### src/rtl/pipe_pkg.sv
// pipe_pkg: shared definitions for the skid-buffered pipeline stage.
//   state_e           - occupancy state of the stage (EMPTY / ONE / FULL).
//   CTRL_REGWRITE_BIT - index of the register-write enable inside the ctrl field.
package pipe_pkg;

  typedef enum logic [1:0] {
    EMPTY = 2'd0,
    ONE   = 2'd1,
    FULL  = 2'd2
  } state_e;

  localparam int CTRL_REGWRITE_BIT = 0;

endpackage

### src/rtl/pipe_entry_reg.sv
// pipe_entry_reg: payload register with load enable and synchronous clear.
// Ports:
//   clk   - clock
//   rst   - synchronous active-high reset (clears payload)
//   clr_i - synchronous clear (flush)
//   ld_i  - load d_i on the next edge
//   d_i   - payload in
//   q_o   - held payload
module pipe_entry_reg #(
  parameter int WIDTH = 8
) (
  input  logic             clk,
  input  logic             rst,
  input  logic             clr_i,
  input  logic             ld_i,
  input  logic [WIDTH-1:0] d_i,
  output logic [WIDTH-1:0] q_o
);

  logic [WIDTH-1:0] q_q;

  always_ff @(posedge clk) begin
    if (rst || clr_i) q_q <= '0;
    else if (ld_i)    q_q <= d_i;
  end

  assign q_o = q_q;

endmodule

### src/rtl/pipe_stage_skid.sv
// pipe_stage_skid: one-cycle pipeline register with a skid entry so that
// in_ready can be registered (no combinational path from out_ready).
// Ports:
//   clk, rst                     - clock, synchronous active-high reset
//   flush                        - drop held entries and same-cycle input
//   in_valid/in_ready            - upstream handshake
//   in_ctrl/in_rd/in_data        - upstream payload (lane 0 in data LSBs)
//   out_valid/out_ready          - downstream handshake
//   out_ctrl/out_rd/out_data     - head entry (out_ctrl zero on a bubble)
//   occupancy                    - entries held, 0..2
//   stall_cnt/bubble_cnt         - only with PIPE_STAGE_STATS_EN defined
module pipe_stage_skid
  import pipe_pkg::*;
#(
  parameter int DATA_WIDTH = 32,
  parameter int NUM_DATA   = 4,
  parameter int CTRL_WIDTH = 5,
  parameter int RD_WIDTH   = 5
) (
  input  logic                           clk,
  input  logic                           rst,
  input  logic                           flush,
  input  logic                           in_valid,
  output logic                           in_ready,
  input  logic [CTRL_WIDTH-1:0]          in_ctrl,
  input  logic [RD_WIDTH-1:0]            in_rd,
  input  logic [NUM_DATA*DATA_WIDTH-1:0] in_data,
  output logic                           out_valid,
  input  logic                           out_ready,
  output logic [CTRL_WIDTH-1:0]          out_ctrl,
  output logic [RD_WIDTH-1:0]            out_rd,
  output logic [NUM_DATA*DATA_WIDTH-1:0] out_data,
  output logic [1:0]                     occupancy
`ifdef PIPE_STAGE_STATS_EN
  ,
  output logic [31:0]                    stall_cnt,
  output logic [31:0]                    bubble_cnt
`endif
);

  localparam int DW = NUM_DATA * DATA_WIDTH;
  localparam int PW = CTRL_WIDTH + RD_WIDTH + DW;

  state_e          state_q, state_d;
  logic            in_ready_q;
  logic            main_ld, skid_ld;
  logic [PW-1:0]   in_pl, main_d, main_q, skid_q;
  logic            in_xfer, out_xfer;

  assign in_pl    = {in_ctrl, in_rd, in_data};
  assign in_xfer  = in_valid && in_ready_q;
  assign out_xfer = out_valid && out_ready;

  always_comb begin
    state_d = state_q;
    main_ld = 1'b0;
    skid_ld = 1'b0;
    main_d  = in_pl;
    case (state_q)
      EMPTY: if (in_xfer) begin
        state_d = ONE;
        main_ld = 1'b1;
      end
      ONE: begin
        if (in_xfer && out_xfer) begin
          main_ld = 1'b1;
        end else if (in_xfer) begin
          state_d = FULL;
          skid_ld = 1'b1;
        end else if (out_xfer) begin
          state_d = EMPTY;
        end
      end
      FULL: if (out_xfer) begin
        // in_ready is low in FULL, so the skid entry is the only candidate
        state_d = ONE;
        main_ld = 1'b1;
        main_d  = skid_q;
      end
      default: state_d = EMPTY;
    endcase
    if (flush) begin
      state_d = EMPTY;
      main_ld = 1'b0;
      skid_ld = 1'b0;
    end
  end

  // in_ready follows the next state so it is a pure flop output
  always_ff @(posedge clk) begin
    if (rst) begin
      state_q    <= EMPTY;
      in_ready_q <= 1'b1;
    end else begin
      state_q    <= state_d;
      in_ready_q <= (state_d != FULL);
    end
  end

  pipe_entry_reg #(.WIDTH(PW)) u_main (
    .clk(clk), .rst(rst), .clr_i(flush), .ld_i(main_ld), .d_i(main_d), .q_o(main_q)
  );

  pipe_entry_reg #(.WIDTH(PW)) u_skid (
    .clk(clk), .rst(rst), .clr_i(flush), .ld_i(skid_ld), .d_i(in_pl), .q_o(skid_q)
  );

  assign in_ready  = in_ready_q;
  assign out_valid = (state_q != EMPTY);
  assign occupancy = state_q;
  // mask ctrl on bubbles so downstream never sees a stale register write
  assign out_ctrl  = out_valid ? main_q[PW-1 -: CTRL_WIDTH] : '0;
  assign out_rd    = main_q[DW +: RD_WIDTH];
  assign out_data  = main_q[DW-1:0];

`ifdef PIPE_STAGE_STATS_EN
  logic [31:0] stall_cnt_q, bubble_cnt_q;

  always_ff @(posedge clk) begin
    if (rst) begin
      stall_cnt_q  <= '0;
      bubble_cnt_q <= '0;
    end else begin
      if (out_valid && !out_ready) stall_cnt_q  <= stall_cnt_q + 32'd1;
      if (!out_valid)              bubble_cnt_q <= bubble_cnt_q + 32'd1;
    end
  end

  assign stall_cnt  = stall_cnt_q;
  assign bubble_cnt = bubble_cnt_q;
`endif

endmodule

### config.mk
export PLATFORM = sky130hd
export DESIGN_NAME = pipe_stage_skid
export DESIGN_NICKNAME = d
export VERILOG_FILES = /design/src/rtl/pipe_pkg.sv /design/src/rtl/pipe_entry_reg.sv /design/src/rtl/pipe_stage_skid.sv
export SDC_FILE = /design/constraint.sdc
export NUM_CORES = 1
export LEC_CHECK = 0
export CAP_MARGIN = 30
export CORE_MARGIN = 2
export CORE_UTILIZATION = 50
export CTS_CLUSTER_SIZE = 20
export DETAILED_ROUTE_END_ITERATION = 12
export PLACE_DENSITY_LB_ADDON = 0.08
export SYNTH_ARGS = -nofsm -noshare
export SYNTH_HDL_FRONTEND = slang
export SYNTH_SLANG_ARGS = --single-unit
### constraint.sdc
create_clock -name clk -period 3.5 [get_ports clk]
set_input_delay 0.7 -clock clk [delete_from_list [all_inputs] [get_ports clk]]
set_output_delay 0.7 -clock clk [all_outputs]
set_load 0.1 [all_outputs]
* Yosys cells after proc, flatten, opt, wreduce, memory -nomap -nowiden
Cells that the tools add are included.
Word-level totals: word-level logic and storage cells 31, output and inout port bits 142, register bits 279
Cells by class: reduce and logical (&&, ||, !) cells 6, equality and inequality tests 3, muxes and demuxes 18
Operator list (count):
- 138-bit 2-to-1 mux | 2
- 2-bit 2-to-1 mux | 6
- 1-bit 2-to-1 mux | 7
- 2-bit case mux with 3 select lines | 1
- 5-bit 2-to-1 mux | 1
- 1-bit logical AND | 3
- 1-bit case mux with 3 select lines | 1
- 2-bit by 1-bit equality test with 1-bit output (second input constant) | 1
- 2-bit equality test (second input constant) | 1
- 2-bit zero test | 1
- 2-bit inequality test (second input constant) | 1
- 2-bit nonzero test | 1
- 1-bit logical OR | 1

* Depth between registers and ports, before layout
depth after elaboration 8, mapped depth 8, mapped depth without buffers 4

* By module
From an unflattened synthesis, not the netlist that was laid out.
Unflattened totals: cells, all modules 1071, area total of the unflattened synthesis 11967.7 µm²
Modules (own cells, without submodules):
- pipe_entry_reg | area an instance 5034.8 µm², instances 2, cells each 446
- pipe_stage_skid | area an instance 1898.1 µm², instances 1, cells each 179

* Least setup slack after synthesis
Ideal clock, no wire load.
kind register to output, start point reg state_q[1] (netlist: occupancy[1]), end point out out_ctrl[0], cell stages (with the launch flop) 4, setup slack 0.015 ns, path buffers 1, arrival time 2.785 ns, path through dfxtp_1 -> buf_2 -> nor2_1 -> nor2b_1
Between the ends: word-level cells in the longest chain between the ends 2
Ends and longest elaborated chain:
- start: declaration | RTL line pipe_stage_skid.sv:44 | state_e state_q, state_d;
- start signal: assignment | RTL line pipe_stage_skid.sv:95 | state_q <= state_d;
- 2-bit nonzero test | RTL line pipe_stage_skid.sv:109 | assign out_valid = (state_q != EMPTY);
- 5-bit 2-to-1 mux | RTL line pipe_stage_skid.sv:112 | assign out_ctrl = out_valid ? main_q[PW-1 -: CTRL_WIDTH] : '0;
- end: declaration | RTL line pipe_stage_skid.sv:30 | output logic [CTRL_WIDTH-1:0] out_ctrl,
No other way between the ends.

* Final worst setup path
start point reg u_main.q_q[55] (netlist: u_main.q_o[55]), end point out out_data[55]
RTL lines:
- start: declaration | RTL line pipe_entry_reg.sv:20 | logic [WIDTH-1:0] q_q;
- start signal: assignment | RTL line pipe_entry_reg.sv:24 | else if (ld_i) q_q <= d_i;
- end: declaration | RTL line pipe_stage_skid.sv:32 | output logic [NUM_DATA*DATA_WIDTH-1:0] out_data,
No word-level cell between the ends.

==> summary.txt <==
Synth
  – Synth Area per Inst: 8.61 um2
  – Synth cell types: 23
  – EDFF count, synth: 0
  – Syn nets: 1516
  – YS warnings: 0
  – Top_reg_cell synth: dfxtp_1
  – Mapped Area: 11800 um2
  – Async set-reset flop share out of synthesis: 0%
  – Cells after Synth: 1373
  – Sequential share of the synthesized area: 47.3%
  – Synth Register Bits: 279

Clock tree
  – Setup bufs post-CTS: 0
  – Max Root-Sink Buffers: 3
  – Sink Count: 279
  – Root Buffer: clkbuf_16
  – CTS Buf Count: 29
  – Clk_lat worst skew: 0.54 ns
  – Hold_buf cts: 0
  – Post_cts resized: 0
  – TritonCTS clock tree: done
  – CTS H-tree lvls: 1
  – Worst-path clk slew: 0.06 ns

Worst setup path
  – Worst path top cell family by delay: buffers and inverters
  – Worst r2r src: in_ready
  – Worst setup path category: flop to output pin
  – CP Max Fanout: 2
  – Worst-path cell chain: clkdlybuf4s50_1
  – Worst flop-to-flop path endpoint: u_main.q_o[100]
  – Critical path depth: 1
  – Crit-path max cell delay: 1.17 ns
  – Cells on worst reg2reg path: 5
  – Worst setup SP type: flop
  – Slowest stage cell, crit path: clkdlybuf4s50_1
  – Crit path buffers/inverters: 1
  – R2R Setup Slk: 1.43 ns
  – Worst setup EP type: output pin
  – Crit path DAT: 2.09 ns
  – Worst EP required: 2.80 ns

Finish
  – Area Overhead vs Synth: 24.7%
  – Core Util, Final: 63.2%
  – Fin nets: 1604
  – Multi-input logic area: 4690 um2
  – Fraction of layout cells with a size suffix above 1: 5.80%
  – Register area: 5590 um2
  – Fill cells: 2026

Floorplan
  – Core ar.: 23300 um2
  – I/O pin count: 285
  – Die Ht: 158 um
  – Die width: 158 um
  – Row count: 56
  – Starting Density: 50.7%
  – Full die area: 24900 um2

Route
  – DR pass1 iterations: 5
  – Residual DRC: 0
  – Post-Route WL: 28700 um
  – Initial DRC count: 527
  – Antenna Violating Nets Remaining: 0
  – Vias: 9351
  – Vias per cell: 5.19
  – WL per Instance: 15.9 um

Run
  – Max Cap Viol: 0

Power
  – Total power: 0.00790 W
  – Max VDD drop: 0.000409 V
  – Leak: 6.03 nW
  – Pwr dens: 536 nW/um2

Timing
  – Slew headroom: 31.4%
  – RSZ-0062 raised after global routing: no
  – Final WS setup: 0.710 ns
  – Worst clock skew: 0.0149 ns
  – Setup TNS: 0 ns
  – Fin. max-slew vios: 0
  – Final number of hold-violating endpoints: 0
  – Tcrit/Tclk final: 79.7%
  – Final setup fails: 0
  – Fmax: 0.358 GHz
  – Fin crit period: 2.79 ns
  – Worst-Margin Slew: 1.03 ns

Worst hold path
  – Worst Hold Path EP: u_skid.q_o[7]
  – Hold Path Cell Cnt: 2
  – Hold Crit Class: flop to flop
  – Hold_sp: u_skid.q_o[7]

Global route
  – Largest net degree at the start of global routing: 112
  – Vias in the first global route: 8846
  – First-pass GRT wire length: 45000 um
  – GRT overflow: 0
  – Initial antenna violation count: 3
  – Gr usage total: 22.2%

Placed design
  – Gp weighted congestion: 0.756
  – Hpwl dp: 17200 um
  – Buffers on Ports: 284
  – Pre-CTS setup slack: 0.646 ns

Status
  – Status: finished clean
## cell usage after synthesis, drive strengths merged, types with 3 or more instances
master,n,share of area [%]
nor2,3,0.095
nor2b,5,0.26
dfxtp,279,47
mux2i,139,12
buf,189,12
o21ai,139,5.9
nand2,278,8.8
clkbuf,52,1.7
a21oi,277,12
## routing by layer
layer | GRT usage, % | up-vias | share of wire [%]
li1 | - | 4698 | -
met1 | 29.0 | 4373 | 45
met2 | 36.9 | 236 | 46
met3 | 5.04 | 42 | 7.0
met4 | 6.06 | 2 | 2.0
met5 | 0 | - | 0.056
## sequential cells by signal, indices dropped and copies added, names as in the netlist
register,flops
occupancy,2
in_ready,1
u_main.q_o,138
u_skid.q_o,138
## where the power goes
group	switching, W	total [W]	leakage [nW]	internal [W]
combinational	0.000925	0.00131	3.25	0.000380
sequential	0.0000491	0.00332	2.27	0.00327
clock	0.00126	0.00328	0.510	0.00203
total	0.00223	0.00790	6.03	0.00567
## per-stage QoR
step / cell area (um2) / std cells / hold WS [ns]
after floorplan: 11800 / 1373 / 0.436
after global routing: 14700 / 1803 / 0.466
after detailed placement: 13700 / 1749 / 0.446
after global placement: 13700 / 1749 / 0.440
after CTS: 14700 / 1801 / 0.454
final: 14700 / 1803 / 0.452
## logic make-up (layout without fill, tap and decap cells)
group / Yosys count / count (layout) / share of synthesized area [%]
simple gates: 295 / 295 / 9.82
mux: 139 / 139 / 11.8
buf+inv: 242 / 351 / 13.3
compound gates: 418 / 418 / 17.9
other cells: 0 / 2 / 0
flops: 279 / 279 / 47.3
## worst max-delay path by stage
stage                     slack, ns        endpoint       startpoint
final                          0.71    out_data[55]   u_main.q_o[55]
after floorplan                0.02     out_ctrl[0]     occupancy[1]
after global placement         0.71  u_skid.q_o[13]         in_valid
after CTS                      0.69    out_data[55]   u_main.q_o[55]
after detailed placement       0.65  u_main.q_o[81]         in_valid
after global routing           0.67   out_data[119]  u_main.q_o[119]
## cell type report
cell class | count | area share, %
multi-input combinational | 852 | 31.8
inverter | 1 | 0.0255
tap | 319 | 2.71
antenna | 2 | 0.0340
timing repair buffer | 298 | 20.6
clock buffer | 40 | 5.68
clock inverter | 12 | 1.26
sequential | 279 | 37.9
## cell usage in the layout, fill, tap and decap left out, types with 2 or more instances in the layout
cell	synthesis	routed
diode_2	0	2
bufinv_16	0	5
nor2_1	3	2
a21oi_1	277	277
buf_12	0	11
dfxtp_1	279	279
clkbuf_1	52	4
nor2b_1	5	5
clkbuf_8	0	7
buf_4	136	22
o21ai_0	139	139
mux2i_1	139	139
clkinv_2	0	7
clkdlybuf4s50_1	0	265
clkbuf_16	0	29
nand2_1	278	278
No activity file was read; power rests on OpenSTA's default activity.
